===== config.mk =====
export PLATFORM = sky130hd
export DESIGN_NAME = bcd_score_counter_flat
export DESIGN_NICKNAME = d
export VERILOG_FILES = /design/src/rtl/score_pkg.sv /design/src/rtl/bcd_score_counter_if.sv /design/src/rtl/bcd_score_counter_digit.sv /design/src/rtl/bcd_score_counter.sv /design/src/flat_wrapper.sv
export SDC_FILE = /design/constraint.sdc
export NUM_CORES = 1
export LEC_CHECK = 0
export BUFFER_PORTS_ARGS = -buffer_cell sky130_fd_sc_hd__buf_2
export CELL_PAD_IN_SITES_DETAIL_PLACEMENT = 1
export CELL_PAD_IN_SITES_GLOBAL_PLACEMENT = 1
export CORE_UTILIZATION = 45
export CTS_CLUSTER_SIZE = 40
export DETAILED_ROUTE_END_ITERATION = 8
export GPL_TIMING_DRIVEN = 0
export PLACE_DENSITY = 0.89
export SLEW_MARGIN = 20
export SYNTH_ARGS = -nofsm -noshare
export SYNTH_HDL_FRONTEND = slang
export SYNTH_SLANG_ARGS = --single-unit

===== constraint.sdc =====
create_clock -name clk -period 14.4 [get_ports clk]
set_input_delay 1.44 -clock clk [delete_from_list [all_inputs] [get_ports clk]]
set_output_delay 1.44 -clock clk [all_outputs]
set_load 0.01 [all_outputs]

===== src/rtl/score_pkg.sv =====
// Shared constants and helpers for the BCD score counter.
// Optional feature macro: SCORE_HISCORE_EN (adds the high-score register).
package score_pkg;

  localparam int BCD_W = 4;
  localparam logic [BCD_W-1:0] BCD_MAX = 4'd9;
  localparam int MAX_DIGITS = 16;
  localparam int MAX_W = BCD_W * MAX_DIGITS;

  typedef enum logic [1:0] {
    OP_HOLD,
    OP_CLEAR,
    OP_ADD,
    OP_SUB
  } score_op_e;

  // Widest supported all-9s vector; callers slice off the digits they use.
  function automatic logic [MAX_W-1:0] bcd_max_vec(input int digits);
    logic [MAX_W-1:0] v;
    v = '0;
    for (int i = 0; i < MAX_DIGITS; i++) begin
      if (i < digits) v[i*BCD_W +: BCD_W] = BCD_MAX;
    end
    return v;
  endfunction

endpackage


===== src/rtl/bcd_score_counter_if.sv =====
// Pulse inputs and score outputs between the game FSM and the score counter.
// Optional feature macro: SCORE_HISCORE_EN (adds hi_digits).
interface bcd_score_counter_if
  import score_pkg::*;
#(
  parameter int DIGITS = 4
);

  logic                    clr;
  logic                    hit;
  logic                    penalty;
  logic [BCD_W*DIGITS-1:0] digits;
  logic                    at_max;
  logic                    changed;

`ifdef SCORE_HISCORE_EN
  logic [BCD_W*DIGITS-1:0] hi_digits;

  modport master (output clr, hit, penalty, input digits, at_max, changed, hi_digits);
  modport slave  (input clr, hit, penalty, output digits, at_max, changed, hi_digits);
`else
  modport master (output clr, hit, penalty, input digits, at_max, changed);
  modport slave  (input clr, hit, penalty, output digits, at_max, changed);
`endif

endinterface


===== src/rtl/bcd_score_counter_digit.sv =====
// One combinational BCD digit slice: adds add+cin and subtracts bin, with
// decimal carry/borrow out. Used once per digit by bcd_score_counter.
module bcd_digit
  import score_pkg::*;
(
  input  logic [BCD_W-1:0] d,
  input  logic [BCD_W-1:0] add,
  input  logic             cin,
  input  logic             bin,
  output logic [BCD_W-1:0] q,
  output logic             cout,
  output logic             bout
);

  logic [5:0] t;

  // t spans -1..19; a negative t wraps to 9 with borrow, t>9 wraps with carry.
  always_comb begin
    t    = {2'b00, d} + {2'b00, add} + {5'b0, cin} - {5'b0, bin};
    q    = t[3:0];
    cout = 1'b0;
    bout = 1'b0;
    if (t[5]) begin
      q    = t[3:0] + 4'd10;
      bout = 1'b1;
    end else if (t > 6'd9) begin
      q    = t[3:0] - 4'd10;
      cout = 1'b1;
    end
  end

endmodule


===== src/rtl/bcd_score_counter.sv =====
// Saturating multi-digit BCD score counter (hits up, penalties down).
// Optional feature macro: SCORE_HISCORE_EN (tracks the high score in hi_digits).
module bcd_score_counter
  import score_pkg::*;
#(
  parameter int DIGITS  = 4,
  parameter int STEP_UP = 1
) (
  input logic                clk,
  input logic                rst,
  bcd_score_counter_if.slave bus
);

  localparam int W = BCD_W * DIGITS;
  localparam logic [MAX_W-1:0] MAX_FULL = bcd_max_vec(DIGITS);
  localparam logic [W-1:0] MAX_VEC = MAX_FULL[W-1:0];
  localparam logic [BCD_W-1:0] STEP = 4'(STEP_UP);

  score_op_e op;
  logic [W-1:0] score_q;
  logic [W-1:0] chain_q;
  logic [W-1:0] score_next;
  logic         at_max_q;
  logic         changed_q;

  always_comb begin
    op = OP_HOLD;
    if (bus.clr)                      op = OP_CLEAR;
    else if (bus.hit && !bus.penalty) op = OP_ADD;
    else if (bus.penalty && !bus.hit) op = OP_SUB;
  end

  for (genvar g = 0; g < DIGITS; g++) begin : g_digit
    logic cin;
    logic bin;
    logic cout;
    logic bout;
    if (g == 0) begin : g_lsd
      assign cin = 1'b0;
      assign bin = (op == OP_SUB);
    end else begin : g_upper
      assign cin = g_digit[g-1].cout;
      assign bin = g_digit[g-1].bout;
    end
    bcd_digit u_digit (
      .d    (score_q[g*BCD_W +: BCD_W]),
      .add  ((g == 0 && op == OP_ADD) ? STEP : 4'd0),
      .cin  (cin),
      .bin  (bin),
      .q    (chain_q[g*BCD_W +: BCD_W]),
      .cout (cout),
      .bout (bout)
    );
  end

  // Carry out of the top digit saturates; borrow out of it means we were at 0.
  always_comb begin
    score_next = score_q;
    case (op)
      OP_CLEAR: score_next = '0;
      OP_ADD:   score_next = g_digit[DIGITS-1].cout ? MAX_VEC : chain_q;
      OP_SUB:   score_next = g_digit[DIGITS-1].bout ? score_q : chain_q;
      default:  score_next = score_q;
    endcase
  end

  always_ff @(posedge clk or posedge rst) begin
    if (rst) begin
      score_q   <= '0;
      at_max_q  <= 1'b0;
      changed_q <= 1'b0;
    end else begin
      score_q   <= score_next;
      at_max_q  <= (score_next == MAX_VEC);
      changed_q <= (score_next != score_q);
    end
  end

  assign bus.digits  = score_q;
  assign bus.at_max  = at_max_q;
  assign bus.changed = changed_q;

`ifdef SCORE_HISCORE_EN
  logic [W-1:0] hi_q;

  // Comparing against score_next keeps the high score on the same edge as digits.
  always_ff @(posedge clk or posedge rst) begin
    if (rst) begin
      hi_q <= '0;
    end else if (score_next > hi_q) begin
      hi_q <= score_next;
    end
  end

  assign bus.hi_digits = hi_q;
`endif

endmodule


===== src/flat_wrapper.sv =====
// flat-port wrapper written by rule: the top's interface ports become plain ports
module bcd_score_counter_flat import score_pkg::*;
#(
  parameter int DIGITS  = 4,
  parameter int STEP_UP = 1
)
  (clk, rst, bus_clr, bus_hit, bus_penalty, bus_digits, bus_at_max, bus_changed);
  bcd_score_counter_if #(.DIGITS(DIGITS)) bus_i ();
  input logic clk;
  input logic rst;
  input wire logic [$bits(bus_i.clr)-1:0] bus_clr;
  input wire logic [$bits(bus_i.hit)-1:0] bus_hit;
  input wire logic [$bits(bus_i.penalty)-1:0] bus_penalty;
  output wire logic [$bits(bus_i.digits)-1:0] bus_digits;
  output wire logic [$bits(bus_i.at_max)-1:0] bus_at_max;
  output wire logic [$bits(bus_i.changed)-1:0] bus_changed;
  assign bus_i.clr = bus_clr;
  assign bus_i.hit = bus_hit;
  assign bus_i.penalty = bus_penalty;
  assign bus_digits = bus_i.digits;
  assign bus_at_max = bus_i.at_max;
  assign bus_changed = bus_i.changed;
  bcd_score_counter #(.DIGITS(DIGITS), .STEP_UP(STEP_UP)) u_core (.clk(clk), .rst(rst), .bus(bus_i));
endmodule

==> flow_metrics.py <==
metrics = {
    "finish": {
        "num_antenna_cells": 0,
        "syn2layout_area_growth_pct": 8.83,
        "fillers": 779,
        "post-route-util": 0.519,
        "nNetsFinal": 444,
        "layout-drive-gt1-share": 0.110,
    },
    "synthesis": {
        "avgSynthCellArea_um2": 7.67,
        "synth_flop_cell": "dfrtp_1",
        "syn_inst": 375,
        "yosysSeqAreaShare": 0.157,
        "yosys.area.top_type": "dfrtp_1",
        "synth_edf_count": 0,
        "synth_area_leaders": "dfrtp_1 (16%), ha_1 (15%), a21oi_1 (5.9%)",
        "synth_common_cells": "inv_1 (40), ha_1 (35), a21oi_1 (34)",
        "synth_cell_types": 70,
        "syn_nets": 418,
        "synth.most_common_cell": "inv_1",
        "ys_ff_latch": 18,
        "ys_warn_count": 0,
        "synth_async_sr_flop_share": 1.00,
        "yosys.area.top_type_share": 0.157,
        "synth_area_mm2": 0.00288,
    },
    "clocking": {
        "clock_latency_ps": 250,
        "post-cts-setup-buffers": 0,
        "clk_pin_slew_ps": 70,
        "cts_tree": "done",
        "cts-resized-gates": 0,
        "clock_sinks": 18,
        "postCtsHoldBufs": 0,
        "cts_buffer_depth": 2,
        "htreeDepth": 1,
        "cts_buffers": 3,
        "root_buffer": "clkbuf_8",
    },
    "floorplanning": {
        "io_pins": 23,
        "core-area_mm2": 0.00603,
        "die_area_mm2": 0.00671,
        "dieHeight_um": 81.9,
        "rows": 28,
        "start_util": 0.477,
        "die_w_um": 81.9,
    },
    "timing": {
        "worstMarginPinSlew_ps": 679,
        "setup_tns_ps": 0,
        "max_freq_mhz": 90.5,
        "fin_crit_sh": 0.767,
        "slew_headroom": 0.547,
        "hold_violations": 0,
        "final_max_slew_viol_count": 0,
        "clock_skew_ps": 5.84,
        "finalSetupViolCount": 0,
        "rsz0062_at_grt": "no",
        "period_needed_ps": 11050,
    },
    "setup_path": {
        "critPathArrivalTime_ps": 11150,
        "end_kind": "flop",
        "worst_ep_required_time_ps": 14510,
        "crit_path_max_fanout": 6,
        "reg2regPathDepth": 37,
        "worst_path_largest_cell_delay_ps": 470,
        "r2r_slack_ps": 5090,
        "path_common_cell": "ha_1",
        "critPathSlowestCell": "fa_1",
        "cp-start-kind": "input port",
        "path_class": "in -> reg",
    },
    "global_route": {
        "grt_pass1_vias": 3137,
        "track_usage": 0.295,
        "grt_use_met3": 0.0344,
        "top_usage_layer": "met2",
        "antenna_found_initial": 0,
        "gr-usage-met2": 0.514,
        "grt_start_max_net_pins": 19,
        "met1_usage": 0.365,
        "grt_first_pass_wirelength_mm": 15.2,
        "overflow": 0,
    },
    "run_status": {
        "outcome": "complete, no violations",
    },
    "placement": {
        "hpwlAfterDp_mm": 7.77,
        "routabilityCongestion": 0.918,
        "port_buffers": 21,
    },
    "drt": {
        "ant_nets": 0,
        "wl_per_cell_um": 20.1,
        "drtPass1Iterations": 5,
        "wirelength_mm": 9.55,
        "vias": 3093,
        "vias_per_cell": 6.51,
        "post-route-drc-count": 0,
        "dr.first_iter.drc_count": 173,
    },
    "job": {
        "maxCapViolCount": 0,
    },
    "worst_hold_path": {
        "hold_class": "reg -> reg",
        "hold-path-cell-count": 1,
    },
}
==> routing by layer <==
layer / wire, um / vias to the layer above
met1: 4000 / 1507
met2: 4650 / 125
met3: 593 / 32
li1: - / 1429
met4: 297 / 0
met5: 0 / -
==> layout make-up <==
type / instances / area, um2 / area share
repair buffers: 21 / 105 / 0.0336
flip-flops and latches: 18 / 450 / 0.144
multi-input cells: 305 / 2220 / 0.709
plain buffers: 12 / 57.6 / 0.0184
clock buffers: 4 / 55.1 / 0.0176
well taps: 75 / 93.8 / 0.0300
inverters: 40 / 150 / 0.0480
==> worst max-delay path, delay by kind of cell <==
kind / cells / cell delay (ps)
fa+ha+maj: 10 / 3190
xor+xnor: 4 / 1320
buf+inv: 7 / 720
compound gates: 11 / 2020
simple gates: 9 / 2460
==> stage by stage <==
step	cells	setup WS [ps]	hold slack, ps	area, um2
floorplan	375	5170	601	2880
global placement	471	3720	613	3070
detailed placement	471	3390	619	3070
CTS	475	3550	634	3130
global route	475	2850	659	3130
finish	475	3350	634	3130
==> worst paths after layout <==
check / startpoint / endpoint
worst min register to register: u_core.bus.digits[6] / u_core.bus.digits[6]
worst max register to register: u_core.bus.digits[0] / u_core.bus.changed
worst min-delay path: u_core.bus.digits[6] / u_core.bus.digits[6]
min in group asynchronous: rst / u_core.bus.changed
worst max-delay path: bus_penalty / u_core.bus.changed
max in group asynchronous: rst / u_core.bus.digits[1]
==> kinds of logic (layout without fill, tap and decap cells) <==
kind of cell / after synthesis / count (layout) / synth area share
adder cells (fa/ha/maj): 38 / 38 / 0.173
buffers and inverters: 52 / 77 / 0.0722
multiplexers: 4 / 4 / 0.0161
AO/OA/AOI/OAI: 123 / 123 / 0.302
flip-flops: 18 / 18 / 0.157
AND/OR/NAND/NOR: 121 / 121 / 0.222
XOR/XNOR: 19 / 19 / 0.0579
==> layout by cell type (no fill, tap or decap), types with 5 or more instances in the layout <==
| master | instances |
|---|---|
| xnor2_1 | 15 |
| ha_1 | 35 |
| o211ai_1 | 8 |
| o31ai_1 | 5 |
| nand3_1 | 12 |
| nand2b_1 | 9 |
| inv_1 | 40 |
| nor2_1 | 25 |
| a31oi_1 | 8 |
| clkbuf_1 | 9 |
| a21oi_1 | 34 |
| nand2_1 | 33 |
| o21ai_0 | 14 |
| a21o_1 | 7 |
| dfrtp_1 | 18 |
| nor3_1 | 5 |
| buf_2 | 22 |
==> registers in the layout, indices dropped and copies added, names as in the netlist <==
| register | flops |
|---|---|
| u_core.bus.at_max | 1 |
| u_core.bus.digits | 16 |
| u_core.bus.changed | 1 |
Power is left out: the tool's default activity adds up to more than one toggle a clock period on the data nets, which glitch-free logic cannot reach.
